==> config.mk <==
export PLATFORM = sky130hd
export DESIGN_NAME = keypad_scan_ctrl
export DESIGN_NICKNAME = d
export VERILOG_FILES = /design/src/rtl/keypad_pkg.sv /design/src/rtl/keypad_debounce.sv /design/src/rtl/keypad_scan_ctrl.sv
export SDC_FILE = /design/constraint.sdc
export NUM_CORES = 1
export LEC_CHECK = 0
export BUFFER_PORTS_ARGS = -buffer_cell sky130_fd_sc_hd__buf_2
export CAP_MARGIN = 5
export CORE_ASPECT_RATIO = 0.8
export CORE_MARGIN = 1
export CORE_UTILIZATION = 60
export DETAILED_ROUTE_END_ITERATION = 10
export GPL_ROUTABILITY_DRIVEN = 0
export PLACE_DENSITY = 0.77
export REMOVE_ABC_BUFFERS = 1
export SYNTH_ARGS = -nofsm -noshare
export SYNTH_HDL_FRONTEND = slang
export SYNTH_SLANG_ARGS = --single-unit
==> constraint.sdc <==
create_clock -name clk -period 3.8 [get_ports clk]
set_clock_uncertainty 0.1 [all_clocks]
set_input_delay 0.38 -clock clk [delete_from_list [all_inputs] [get_ports clk]]
set_output_delay 0.38 -clock clk [all_outputs]
set_load 0.01 [all_outputs]
==> src/rtl/keypad_pkg.sv <==
// keypad_pkg: shared types, sizes and helpers for the 4x4 keypad scanner.
//   state_t    : scanner FSM states
//   key_code_t : emitted key code payload, {row, col}, i.e. row*4 + col
package keypad_pkg;

  localparam int unsigned NUM_ROWS = 4;
  localparam int unsigned NUM_COLS = 4;
  localparam int unsigned NUM_KEYS = NUM_ROWS * NUM_COLS;
  localparam int unsigned IDX_W    = $clog2(NUM_ROWS);
  localparam int unsigned CODE_W   = $clog2(NUM_KEYS);

  typedef enum logic [1:0] {SCAN, DEBOUNCE, PRESSED, RELEASE} state_t;

  typedef struct packed {
    logic [IDX_W-1:0] row;
    logic [IDX_W-1:0] col;
  } key_code_t;

  // Counter width: clog2 of the largest count needed (at least 1), plus one.
  function automatic int unsigned cnt_width(input int unsigned a, input int unsigned b);
    int unsigned m;
    m = 1;
    if (a > m) m = a;
    if (b > m) m = b;
    return $clog2(m) + 1;
  endfunction

  // Index of the lowest-numbered active-low row.
  function automatic logic [IDX_W-1:0] lowest_low_row(input logic [NUM_ROWS-1:0] rows_n);
    logic [IDX_W-1:0] idx;
    idx = '0;
    for (int i = int'(NUM_ROWS) - 1; i >= 0; i--) begin
      if (!rows_n[i]) idx = IDX_W'(i);
    end
    return idx;
  endfunction

endpackage

==> src/rtl/keypad_debounce.sv <==
// keypad_debounce: saturating tick counter shared by press and release debouncing.
//   clk, rst_n : clock, async active-low reset
//   tick       : scan tick; the counter only moves on ticks
//   clear      : restart the run (the current tick counts as the first sample)
//   agree      : current tick sample agrees with the run; count it
//   done       : registered; the next agreeing tick completes a TICKS-long run
module keypad_debounce #(
  parameter int unsigned TICKS = 4,
  parameter int unsigned CNT_W = 3
) (
  input  logic clk,
  input  logic rst_n,
  input  logic tick,
  input  logic clear,
  input  logic agree,
  output logic done
);

  localparam logic [CNT_W-1:0] LAST = CNT_W'(TICKS - 1);

  logic [CNT_W-1:0] cnt_q;
  logic [CNT_W-1:0] cnt_d;

  // Next count: restart at 1 on clear, otherwise saturating increment.
  always_comb begin
    cnt_d = cnt_q;
    if (tick) begin
      if (clear) begin
        cnt_d = CNT_W'(1);
      end else if (agree && (cnt_q != '1)) begin
        cnt_d = cnt_q + CNT_W'(1);
      end
    end
  end

  always_ff @(posedge clk or negedge rst_n) begin
    if (!rst_n) begin
      cnt_q <= '0;
      done  <= 1'b0;
    end else begin
      cnt_q <= cnt_d;
      done  <= (cnt_d >= LAST);
    end
  end

endmodule

==> src/rtl/keypad_scan_ctrl.sv <==
// keypad_scan_ctrl: 4x4 matrix keypad scanner with debounce and valid/ack output.
//   clk, rst_n : clock, async active-low reset
//   tick       : one-cycle scan enable from the divider
//   row_n      : raw active-low rows (asynchronous)
//   col_n      : one-hot active-low column drive
//   key_code   : row*4 + col of the pending key
//   key_valid  : a code is pending until key_ack
//   key_ack    : consumer accepts the pending code
//   overrun    : one-cycle pulse when an emission is dropped
// Optional: define KEYPAD_REPEAT_EN for auto-repeat every REPEAT_TICKS while held.
module keypad_scan_ctrl
  import keypad_pkg::*;
#(
  parameter int unsigned DEBOUNCE_TICKS = 4,
  parameter int unsigned REPEAT_TICKS   = 64
) (
  input  logic                clk,
  input  logic                rst_n,
  input  logic                tick,
  input  logic [NUM_ROWS-1:0] row_n,
  output logic [NUM_COLS-1:0] col_n,
  output logic [CODE_W-1:0]   key_code,
  output logic                key_valid,
  input  logic                key_ack,
  output logic                overrun
);

  localparam int unsigned CNT_W = cnt_width(DEBOUNCE_TICKS, REPEAT_TICKS);
  localparam bit          FAST  = (DEBOUNCE_TICKS <= 1);

  logic [NUM_ROWS-1:0] row_meta;
  logic [NUM_ROWS-1:0] row_sync;
  state_t              state_q;
  state_t              state_d;
  logic [IDX_W-1:0]    col_q;
  logic [IDX_W-1:0]    row_q;
  logic [IDX_W-1:0]    col_nx_c;
  logic [IDX_W-1:0]    det_row_c;
  logic                rows_idle_c;
  logic                row_hit_c;
  logic                db_done;
  logic                adv_c;
  logic                det_c;
  logic                emit_c;
  logic                db_clear_c;
  logic                db_agree_c;
  logic                fire_c;
  key_code_t           code_c;

  // Two-flop synchronizer; rows idle high.
  always_ff @(posedge clk or negedge rst_n) begin
    if (!rst_n) begin
      row_meta <= '1;
      row_sync <= '1;
    end else begin
      row_meta <= row_n;
      row_sync <= row_meta;
    end
  end

  assign rows_idle_c = &row_sync;
  assign row_hit_c   = ~row_sync[row_q];
  assign det_row_c   = lowest_low_row(row_sync);
  assign col_nx_c    = col_q + IDX_W'(1);

  // In SCAN the row is not latched yet, so the immediate-emit path uses the live detection.
  assign code_c.row = (state_q == SCAN) ? det_row_c : row_q;
  assign code_c.col = col_q;

  always_ff @(posedge clk or negedge rst_n) begin
    if (!rst_n) state_q <= SCAN;
    else        state_q <= state_d;
  end

  // Next-state logic.
  always_comb begin
    state_d = state_q;
    if (tick) begin
      case (state_q)
        SCAN:     if (!rows_idle_c) state_d = FAST ? PRESSED : DEBOUNCE;
        DEBOUNCE: if (!row_hit_c)   state_d = SCAN;
                  else if (db_done) state_d = PRESSED;
        PRESSED:  if (!row_hit_c)   state_d = FAST ? SCAN : RELEASE;
        RELEASE:  if (row_hit_c)    state_d = PRESSED;
                  else if (db_done) state_d = SCAN;
        default:  state_d = SCAN;
      endcase
    end
  end

  // Per-tick control strobes.
  always_comb begin
    adv_c      = 1'b0;
    det_c      = 1'b0;
    emit_c     = 1'b0;
    db_clear_c = 1'b0;
    db_agree_c = 1'b0;
    if (tick) begin
      case (state_q)
        SCAN: begin
          if (rows_idle_c) begin
            adv_c = 1'b1;
          end else begin
            det_c      = 1'b1;
            emit_c     = FAST;
            db_clear_c = !FAST;
          end
        end
        DEBOUNCE: begin
          db_agree_c = row_hit_c;
          emit_c     = row_hit_c && db_done;
        end
        PRESSED: begin
          if (!row_hit_c) begin
            adv_c      = FAST;
            db_clear_c = !FAST;
          end
        end
        RELEASE: begin
          db_agree_c = !row_hit_c;
          adv_c      = !row_hit_c && db_done;
        end
        default: ;
      endcase
    end
  end

  keypad_debounce #(
    .TICKS (DEBOUNCE_TICKS),
    .CNT_W (CNT_W)
  ) u_debounce (
    .clk   (clk),
    .rst_n (rst_n),
    .tick  (tick),
    .clear (db_clear_c),
    .agree (db_agree_c),
    .done  (db_done)
  );

`ifdef KEYPAD_REPEAT_EN
  logic [CNT_W-1:0] rpt_q;
  logic             rpt_inc_c;
  logic             rpt_clr_c;

  // Repeat counter runs only while the key stays down in PRESSED.
  assign rpt_inc_c = tick && (state_q == PRESSED) && row_hit_c;
  assign rpt_clr_c = (state_d == PRESSED) && (state_q != PRESSED);
  assign fire_c    = rpt_inc_c && (rpt_q >= CNT_W'(REPEAT_TICKS - 1));

  always_ff @(posedge clk or negedge rst_n) begin
    if (!rst_n) begin
      rpt_q <= '0;
    end else if (rpt_clr_c || fire_c) begin
      rpt_q <= '0;
    end else if (rpt_inc_c && (rpt_q != '1)) begin
      rpt_q <= rpt_q + CNT_W'(1);
    end
  end
`else
  assign fire_c = 1'b0;
`endif

  // Column/row tracking and the valid/ack output register.
  always_ff @(posedge clk or negedge rst_n) begin
    if (!rst_n) begin
      col_q     <= '0;
      row_q     <= '0;
      col_n     <= 4'b1110;
      key_code  <= '0;
      key_valid <= 1'b0;
      overrun   <= 1'b0;
    end else begin
      overrun <= 1'b0;
      if (adv_c) begin
        col_q <= col_nx_c;
        col_n <= ~(NUM_COLS'(1) << col_nx_c);
      end
      if (det_c) row_q <= det_row_c;
      if (emit_c || fire_c) begin
        // An ack in the emit cycle frees the slot for the new code.
        if (!key_valid || key_ack) begin
          key_code  <= code_c;
          key_valid <= 1'b1;
        end else begin
          overrun <= 1'b1;
        end
      end else if (key_valid && key_ack) begin
        key_valid <= 1'b0;
      end
    end
  end

endmodule

==> impl_metrics.yaml, run 1 <==
sta:
  tns_ps: 0
  rsz0062_at_grt: "false"
  hold_viol: 0
  fin_ws_ps: 1170
  relSlewSlack: 0.460
  max_freq_ghz: 0.380
  tightest_slew_ps: 809
  slew_viol_final: 0
  setup_violations: 0
  fin_crit_ps: 2630
  fin_crit_sh: 0.693
routing:
  vias: 1152
  wl_met1_mm: 1.37
  drc: 0
  wirelength_mm: 3.02
  antenna_left: 0
  routedWlPerCell_um: 14.6
  drt_iter0_markers: 53
  met2_length_mm: 1.36
  met3WireLength_um: 204
  top_layer: "met4"
  viasPerCell: 5.57
  drt_pass1_iterations: 4
finish:
  ff_latch_area_um2: 815
  multi_input_area_um2: 723
  areaGrowthSynthToFinish_pct: 14.3
  drive_gt1_frac: 0.275
  postLayoutCellArea_um2: 1830
  fill_cells: 194
  finalNetCount: 188
  diodes: 0
synth:
  synth_edf_count: 0
  synth_area_leaders: "dfrtp_1 33%, dfstp_2 18%, ha_1 7.8%"
  synth_top_area_frac: 0.329
  syn_area_per_cell_um2: 11.1
  yosysTopAreaCell: "dfrtp_1"
  yosys_warnings: 0
  ys_top_cells_by_count: "21 x dfrtp_1, 13 x inv_1, 13 x nand2_1, 11 x dfstp_2, 11 x nor2_1"
  async_flop_share: 1.00
  synth_seq_area_share: 0.510
  synthCells: 144
  ys_ff_latch: 32
  yosysMostFrequentCell: "dfrtp_1"
  ys_types: 39
  synth_ff_type: "dfrtp_1"
  syn_area_um2: 1600
power:
  switching_power_uw: 448
  p_int_uw: 772
  pwr-share-seq: 0.418
  total_power_uw: 1220
  pwr-share-clk: 0.211
  p_comb_frac: 0.371
  leakage_uw: 0.000842
  irDropWorstVdd_v: 0.000410
  powerDensity_nw_per_um2: 668
  sw_frac_of_total: 0.367
worst_setup_path:
  worstPathRequired_ps: 3910
  setup.worst_path.class: "register to register"
  critical_path.startpoint_type: "register"
  critical_path.max_fanout: 10
  arrival_ps: 2750
  setup.worst_path.end_class: "register"
grt:
  grt_usage: 0.235
  gr-total-overflow: 0
  grt_pass1_vias: 1041
  grt_max_degree: 33
  antenna_found_initial: 0
  grt_pass1_wl_mm: 4.62
cts:
  clock_latency_ps: 330
  cts_tree: "yes"
  cts_sinks: 32
  clock_tree.root_cell: "clkbuf_4"
  h-tree-depth: 2
  cts_inserted_buffers: 5
  clk_pin_slew_ps: 100
  clockBufferDepth: 2
die:
  coreArea_um2: 2480
  die_x_um: 59.7
  rows: 16
  ios: 18
  initial_core_util: 0.644
  die_area_um2: 2870
  fp.dieH_um: 48.2
hold_path:
  hp-class: "input port to register"
placed_design:
  numPortBuffers: 17
  pre_cts_slack_ps: 1180
  dpl_cell_area_um2: 1720
  post-dp-hpwl_mm: 2.14
run_status:
  status: "complete, no violations"
flow_run:
  drv_cap: 0
per-layer routing:
metal	GRT usage	vias up
met5	0	-
met1	0.310	532
met2	0.356	51
met3	0.0557	11
met4	0.153	0
li1	-	558
cells in the final DEF, fill, tap and decap left out, types with 2 or more instances in the layout:
cell	netlist	final
nand2b_1	3	3
nand3_1	3	3
mux2_2	4	4
inv_1	13	13
a21oi_1	4	4
nand2_1	13	13
clkbuf_4	0	5
xnor2_1	4	4
a31oi_1	4	4
buf_2	0	17
and2_1	2	2
o21ai_0	4	4
mux2i_1	7	7
nor3_1	2	2
nor2_1	11	11
dfstp_2	11	11
ha_1	10	10
nor2b_1	2	2
dlygate4sd3_1	0	3
dfrtp_1	21	21
nand4_1	5	5
registers in the layout, summed over array words and instances, names as in the netlist, named ones only:
register          count
col_n                 4
col_q                 2
key_code              4
key_valid             1
overrun               1
row_meta              4
row_q                 2
row_sync              4
state_q               1
u_debounce.cnt_q      7
u_debounce.done       1
worst max-delay path: stages (launching register included):
cell,delay [ps]
dfrtp_1,400
mux4_2,650
mux2_4,380
o31a_1,300
o21a_1,190
or4_1,500
final timing paths:
check / depth (start not counted) / slack [ps] / to / start
max reg2reg: 5 / 1170 / u_debounce.done / row_q[0]
max in group asynchronous: 2 / 2670 / key_code[0] / rst_n
min: 1 / 40 / row_meta[3] / row_n[3]
min reg2reg: 0 / 260 / row_sync[0] / row_meta[0]
min in group asynchronous: 2 / 510 / state_q[0] / rst_n
max: 5 / 1170 / u_debounce.done / row_q[0]
power groups by stage:
stage                     logic [µW]  clock network (µW)  registers (µW)
after global placement           420                   0             510
after CTS                        447                 265             509
after floorplan                  306                   0             517
after detailed placement         439                   0             515
final                            453                 257             510
after global routing             510                 276             522
cells by family (layout without fill, tap and decap cells):
| logic type | count (synthesis) | after routing | share of synthesized area |
|---|---|---|---|
| adder cells (fa/ha/maj) | 10 | 10 | 0.0783 |
| flip-flops | 32 | 32 | 0.510 |
| AND/OR/NAND/NOR | 48 | 48 | 0.151 |
| multiplexers | 14 | 14 | 0.104 |
| XOR/XNOR | 4 | 4 | 0.0219 |
| AO/OA/AOI/OAI | 22 | 22 | 0.0971 |
| buffers and inverters | 14 | 41 | 0.0376 |
what timing repair did:
action | CTS | global route
gates resized for setup | 0 | 0
hold buffers | 1 | 2
buffers inserted | 0 | 0
endpoints found under the hold margin | 21 | 2
stage by stage:
| stage | util | hold slack, ps | instances |
|---|---|---|---|
| 6_report | 0.736 | 35.2 | 207 |
| 5_1_grt | 0.736 | 3.81 | 207 |
| 4_1_cts | 0.728 | 8.31 | 205 |
| 3_5_place_dp | 0.692 | 247 | 196 |
| 3_3_place_gp | 0.692 | 247 | 196 |
| 2_1_floorplan | - | -15.6 | 143 |
layout make-up:
cell class	count	share of cell area
inverter	13	0.0267
tap	36	0.0247
clock buffer	5	0.0205
multi-input combinational	98	0.396
timing repair buffer	20	0.0630
sequential	32	0.446
clock inverter	3	0.0233
(Power assumes the default switching activity.)
==> run 2: changes to the inputs <==
--- a/config.mk
+++ b/config.mk
@@ -9,10 +9,10 @@
 export CAP_MARGIN = 5
 export CORE_ASPECT_RATIO = 0.8
 export CORE_MARGIN = 1
-export CORE_UTILIZATION = 60
+export CORE_UTILIZATION = 51
 export DETAILED_ROUTE_END_ITERATION = 10
 export GPL_ROUTABILITY_DRIVEN = 0
-export PLACE_DENSITY = 0.77
+export PLACE_DENSITY = 0.7
 export REMOVE_ABC_BUFFERS = 1
 export SYNTH_ARGS = -nofsm -noshare
 export SYNTH_HDL_FRONTEND = slang
==> constraint.sdc (replaced) <==
create_clock -name clk -period 2.15 [get_ports clk]
set_clock_uncertainty 0.1 [all_clocks]
set_input_delay 0.215 -clock clk [delete_from_list [all_inputs] [get_ports clk]]
set_output_delay 0.215 -clock clk [all_outputs]
set_load 0.01 [all_outputs]
==> run 2 against run 1 <==
The run now ends with setup timing left. Global-route usage grew 2.7 points. Sequential cell count is the same. Wire length up 32%. Largest cell class is now multi-input combinational cells. Non-clock buffer count rose by 36. Clock power grew 120%. Critical path type unchanged. Via count grew 17%. Utilization increased by 5.1 points. Largest power group is now combinational cells. Combinational power rose to 2.9 times the previous value.
==> impl_metrics.yaml, run 2 (synthesis results as in run 1) <==
run_status:
  status: "finished with violations"
  violations: "setup timing"
routing:
  drt_pass1_iterations: 4
  routedWlPerCell_um: 16.2
  viasPerCell: 5.52
  wirelength_mm: 3.98
  drt_iter0_markers: 55
  vias: 1353
  antenna_left: 0
  drc: 0
cts:
  clockBufferDepth: 2
  cts_inserted_buffers: 5
  clock_tree.root_cell: "clkbuf_8"
  h-tree-depth: 2
  cts_sinks: 32
  cts_tree: "yes"
  clock_latency_ps: 290
  clk_pin_slew_ps: 70
die:
  initial_core_util: 0.556
  coreArea_um2: 2870
  die_area_um2: 3360
  fp.dieH_um: 52.1
  die_x_um: 64.6
  rows: 17
  ios: 18
finish:
  fill_cells: 186
  largest_register_ffs: 7
  final_cell_mix: "28 x buf_4, 21 x dfrtp_1, 17 x buf_2, 13 x inv_1, 13 x nand2_1"
  top_register: "u_debounce.cnt_q"
  finalNetCount: 224
  layout_commonest_cell: "buf_4"
  diodes: 0
  multi_input_area_um2: 830
  drive_gt1_frac: 0.449
  ff_latch_area_um2: 815
  areaGrowthSynthToFinish_pct: 41.5
grt:
  grt_pass1_vias: 1381
  gr-total-overflow: 0
  antenna_found_initial: 0
  grt_usage: 0.262
  grt_pass1_wl_mm: 6.36
  grt_max_degree: 33
hold_path:
  hp-class: "input port to register"
worst_setup_path:
  arrival_ps: 2500
  setup.worst_path.end_class: "register"
  reg2reg_slack_ps: -280
  critical_path.startpoint_type: "register"
  setup.worst_path.class: "register to register"
  critical_path.max_fanout: 3
  worstPathRequired_ps: 2220
sta:
  slew_viol_final: 0
  setup_violations: 5
  fin_crit_ps: 2430
  rsz0062_at_grt: "true"
  max_freq_ghz: 0.412
  whs_ps: 139
  relSlewSlack: 0.534
  tightest_slew_ps: 699
  fin_ws_ps: -279
  hold_viol: 0
  fin_crit_sh: 1.13
power:
  powerDensity_nw_per_um2: 1220
  irDropWorstVdd_v: 0.000668
  total_power_uw: 2760
  leakage_uw: 0.00107
placed_design:
  post-dp-hpwl_mm: 2.57
  numPortBuffers: 17
flow_run:
  drv_cap: 0
-- run 2: cell count changes in the layout (fill, tap and decap cells not counted), sizes merged --
cell,previous run,this run
clkbuf,5,6
clkinvlp,1,0
dlygate4sd3,3,5
buf,17,51
-- run 2: worst paths after layout --
path                                  start                   to  cells past startpoint
worst max-delay path               row_q[0]      u_debounce.done                      6
worst min-delay path                key_ack              overrun                      3
worst max register to register     row_q[0]      u_debounce.done                      6
max in group asynchronous             rst_n  u_debounce.cnt_q[3]                      2
min in group asynchronous             rst_n      u_debounce.done                      2
worst min register to register  row_meta[3]          row_sync[3]                      0
-- run 2: cell type report --
| class | count | area share |
|---|---|---|
| timing repair buffer | 56 | 0.183 |
| sequential | 32 | 0.360 |
| clock inverter | 2 | 0.0155 |
| tap | 38 | 0.0210 |
| inverter | 13 | 0.0216 |
| clock buffer | 6 | 0.0321 |
| multi-input combinational | 98 | 0.367 |
-- run 2: per-stage QoR --
step / cells / setup WS, ps / TNS (ps) / utilization / instance area [µm²]
detailed placement: 226 / -308 / -963 / 0.672 / 1930
global placement: 226 / -243 / -651 / 0.672 / 1930
floorplan: 143 / -358 / -689 / - / 1590
finish: 245 / -279 / -681 / 0.787 / 2260
CTS: 241 / -274 / -411 / 0.742 / 2130
global route: 245 / -355 / -1120 / 0.787 / 2260
-- run 2: where the power goes --
group / switching (µW) / internal [µW]
clock network: 225 / 344
logic: 628 / 669
registers: 122 / 773
total: 976 / 1790
-- run 2: routing by layer --
layer / wire length, µm / share of wire / vias to the layer above / global-route usage
li1: - / - / 629 / -
met1: 1760 / 0.44 / 684 / 0.320
met2: 2000 / 0.50 / 32 / 0.435
met3: 154 / 0.039 / 8 / 0.0768
met4: 53 / 0.013 / 0 / 0.111
met5: 0 / 0 / - / 0
-- run 2: repair_timing --
item / 4_1_cts / 5_1_grt
endpoints found under the hold margin: 25 / 0
buffers inserted: 2 / 4
resized for setup: 7 / 23
endpoints found under the setup margin: 6 / 12
hold buffers: 5 / 0
pin swaps: 3 / 6
-- run 2: critical path, stage by stage (launching register included) --
cell and delay, ps:
dfrtp_1 380, mux4_2 550, buf_6 160, mux2i_4 170, nand4_1 150, mux2_4 340, or4_4 470
==> run 3: changes to the inputs <==
--- a/config.mk
+++ b/config.mk
@@ -9,10 +9,10 @@
 export CAP_MARGIN = 5
 export CORE_ASPECT_RATIO = 0.8
 export CORE_MARGIN = 1
-export CORE_UTILIZATION = 51
+export CORE_UTILIZATION = 25
 export DETAILED_ROUTE_END_ITERATION = 10
 export GPL_ROUTABILITY_DRIVEN = 0
-export PLACE_DENSITY = 0.7
+export PLACE_DENSITY = 0.38
 export REMOVE_ABC_BUFFERS = 1
 export SYNTH_ARGS = -nofsm -noshare
 export SYNTH_HDL_FRONTEND = slang
==> run 3 against run 2 <==
The flow still finishes with violations (setup timing). Wire length down 4.1%. Combinational power about the same. Clock power down 24%. Count of clock-buffer cells in the layout unchanged. Global-route usage down 13 points. Non-clock buffer count up 8. Cell area up 2.7%. Critical endpoint unchanged. Power down 5.3%. First-iteration DRC count up 7.3%. Register-to-register slack better by 30 ps. Highest routed layer unchanged.
==> impl_metrics.yaml, run 3 (synthesis results as in run 1) <==
run_status:
  status: "finished with violations"
  violations: "setup timing"
flow_run:
  drv_cap: 0
finish:
  postLayoutCellArea_um2: 2320
  areaGrowthSynthToFinish_pct: 45.3
  diodes: 0
  layout_commonest_cell: "buf_4"
  largest_register_ffs: 7
  finalNetCount: 232
  top_register: "u_debounce.cnt_q"
  final_cell_mix: "38 x buf_4, 21 x dfrtp_1, 17 x buf_2, 13 x inv_1, 13 x nand2_1"
  drive_gt1_frac: 0.435
die:
  die_x_um: 91.4
  initial_core_util: 0.265
  rows: 25
  die_area_um2: 6720
  fp.dieH_um: 73.5
  ios: 18
  coreArea_um2: 6040
cts:
  clockBufferDepth: 2
  cts_tree: "yes"
  clock_tree.root_cell: "clkbuf_8"
  clock_latency_ps: 280
  cts_sinks: 32
  clk_pin_slew_ps: 60
  h-tree-depth: 2
  cts_inserted_buffers: 5
sta:
  rsz0062_at_grt: "true"
  tightest_slew_ps: 741
  hold_viol: 0
  setup_violations: 6
  fin_crit_ps: 2400
  max_freq_ghz: 0.417
  slew_viol_final: 0
  relSlewSlack: 0.506
  fin_crit_sh: 1.11
  fin_ws_ps: -246
worst_setup_path:
  critical_path.startpoint_type: "register"
  crit_chain: "mux4_2, mux2_4, o31a_1, o21a_1, or4_1"
  slowest_delay_ps: 560
  setup.worst_path.class: "register to register"
  critical_path.max_fanout: 2
  cpLargestDelayFamily: "multiplexers"
  slowest_stage: "mux4_2"
  rr_worst_depth: 5
  reg2reg_from: "row_q[0]"
  arrival_ps: 2450
  critPathBufInv: 0
  r2r-end: "u_debounce.done"
  reg2reg_slack_ps: -250
  setup.worst_path.end_class: "register"
  worstPathRequired_ps: 2200
grt:
  grt_pass1_wl_mm: 6.56
  grt_max_degree: 33
  grt_usage: 0.129
  grt_pass1_vias: 1368
  gr-total-overflow: 0
  antenna_found_initial: 0
routing:
  viasPerCell: 4.43
  wirelength_mm: 3.81
  drt_iter0_markers: 59
  antenna_left: 0
  routedWlPerCell_um: 12.9
  drc: 0
  vias: 1308
  drt_pass1_iterations: 4
placed_design:
  pre_cts_slack_ps: -303
  dpl_cell_area_um2: 2040
  numPortBuffers: 17
  post-dp-hpwl_mm: 2.73
hold_path:
  hp-class: "input port to register"
  holdPathEnd: "overrun"
  holdPathStages: 3
  hold_path_startpoint: "key_ack"
power:
  pwr-share-seq: 0.339
  p_int_uw: 1690
  p_comb_frac: 0.495
  leakage_uw: 0.00109
  irDropWorstVdd_v: 0.000289
  powerDensity_nw_per_um2: 1130
  pwr-share-clk: 0.166
  switching_power_uw: 926
  sw_frac_of_total: 0.354
run 3: cell type report:
class | instances | area [µm²]
clock buffer | 6 | 72.6
clock inverter | 1 | 5.00
fill | 606 | 3720
inverter | 13 | 48.8
multi-input combinational | 98 | 813
sequential | 32 | 815
tap | 81 | 101
timing repair buffer | 64 | 465
run 3: worst max-delay path by stage:
stage	slack, ps	from	depth (start not counted)	to
CTS	-260	row_q[0]	6	u_debounce.done
floorplan	-360	row_q[0]	5	u_debounce.done
finish	-250	row_q[0]	5	u_debounce.done
global route	-370	row_q[0]	6	u_debounce.done
detailed placement	-300	row_q[0]	6	u_debounce.done
global placement	-260	row_q[0]	6	u_debounce.done
run 3: what timing repair did:
item | 4_1_cts | 5_1_grt
gates resized for setup | 12 | 8
endpoints found under the hold margin | 25 | 0
buffers inserted | 6 | 1
hold buffers | 5 | 0
pin swaps | 5 | 6
gates cloned | 0 | 0
endpoints found under the setup margin | 7 | 8
run 3: power groups by stage:
stage,Sequential [µW],Clock (µW),Combinational (µW)
after floorplan,914,0,541
after global placement,885,0,1050
after detailed placement,895,0,1060
after CTS,887,463,1210
after global routing,912,482,1440
final,886,435,1290
run 3: metrics by stage:
step	setup TNS (ps)	instances	power, µW	hold slack [ps]	utilization
floorplan	-689	143	1450	-181	-
global placement	-936	276	1940	208	0.337
detailed placement	-1170	276	1960	221	0.337
CTS	-894	294	2560	114	0.375
global route	-1460	295	2830	148	0.384
finish	-757	295	2610	120	0.384
run 3: worst min-delay path, cell delays in order:
cell,delay (ps)
buf_2,70
nand2b_1,130
nor2_1,50
run 3: metal layers:
metal | track usage | share of wire | wire length [µm] | up-vias
met2 | 0.207 | 0.46 | 1740 | 31
li1 | - | - | - | 649
met1 | 0.164 | 0.49 | 1880 | 621
met3 | 0.0321 | 0.035 | 135 | 7
met5 | 0 | 0 | 0 | -
met4 | 0.0635 | 0.016 | 61 | 0
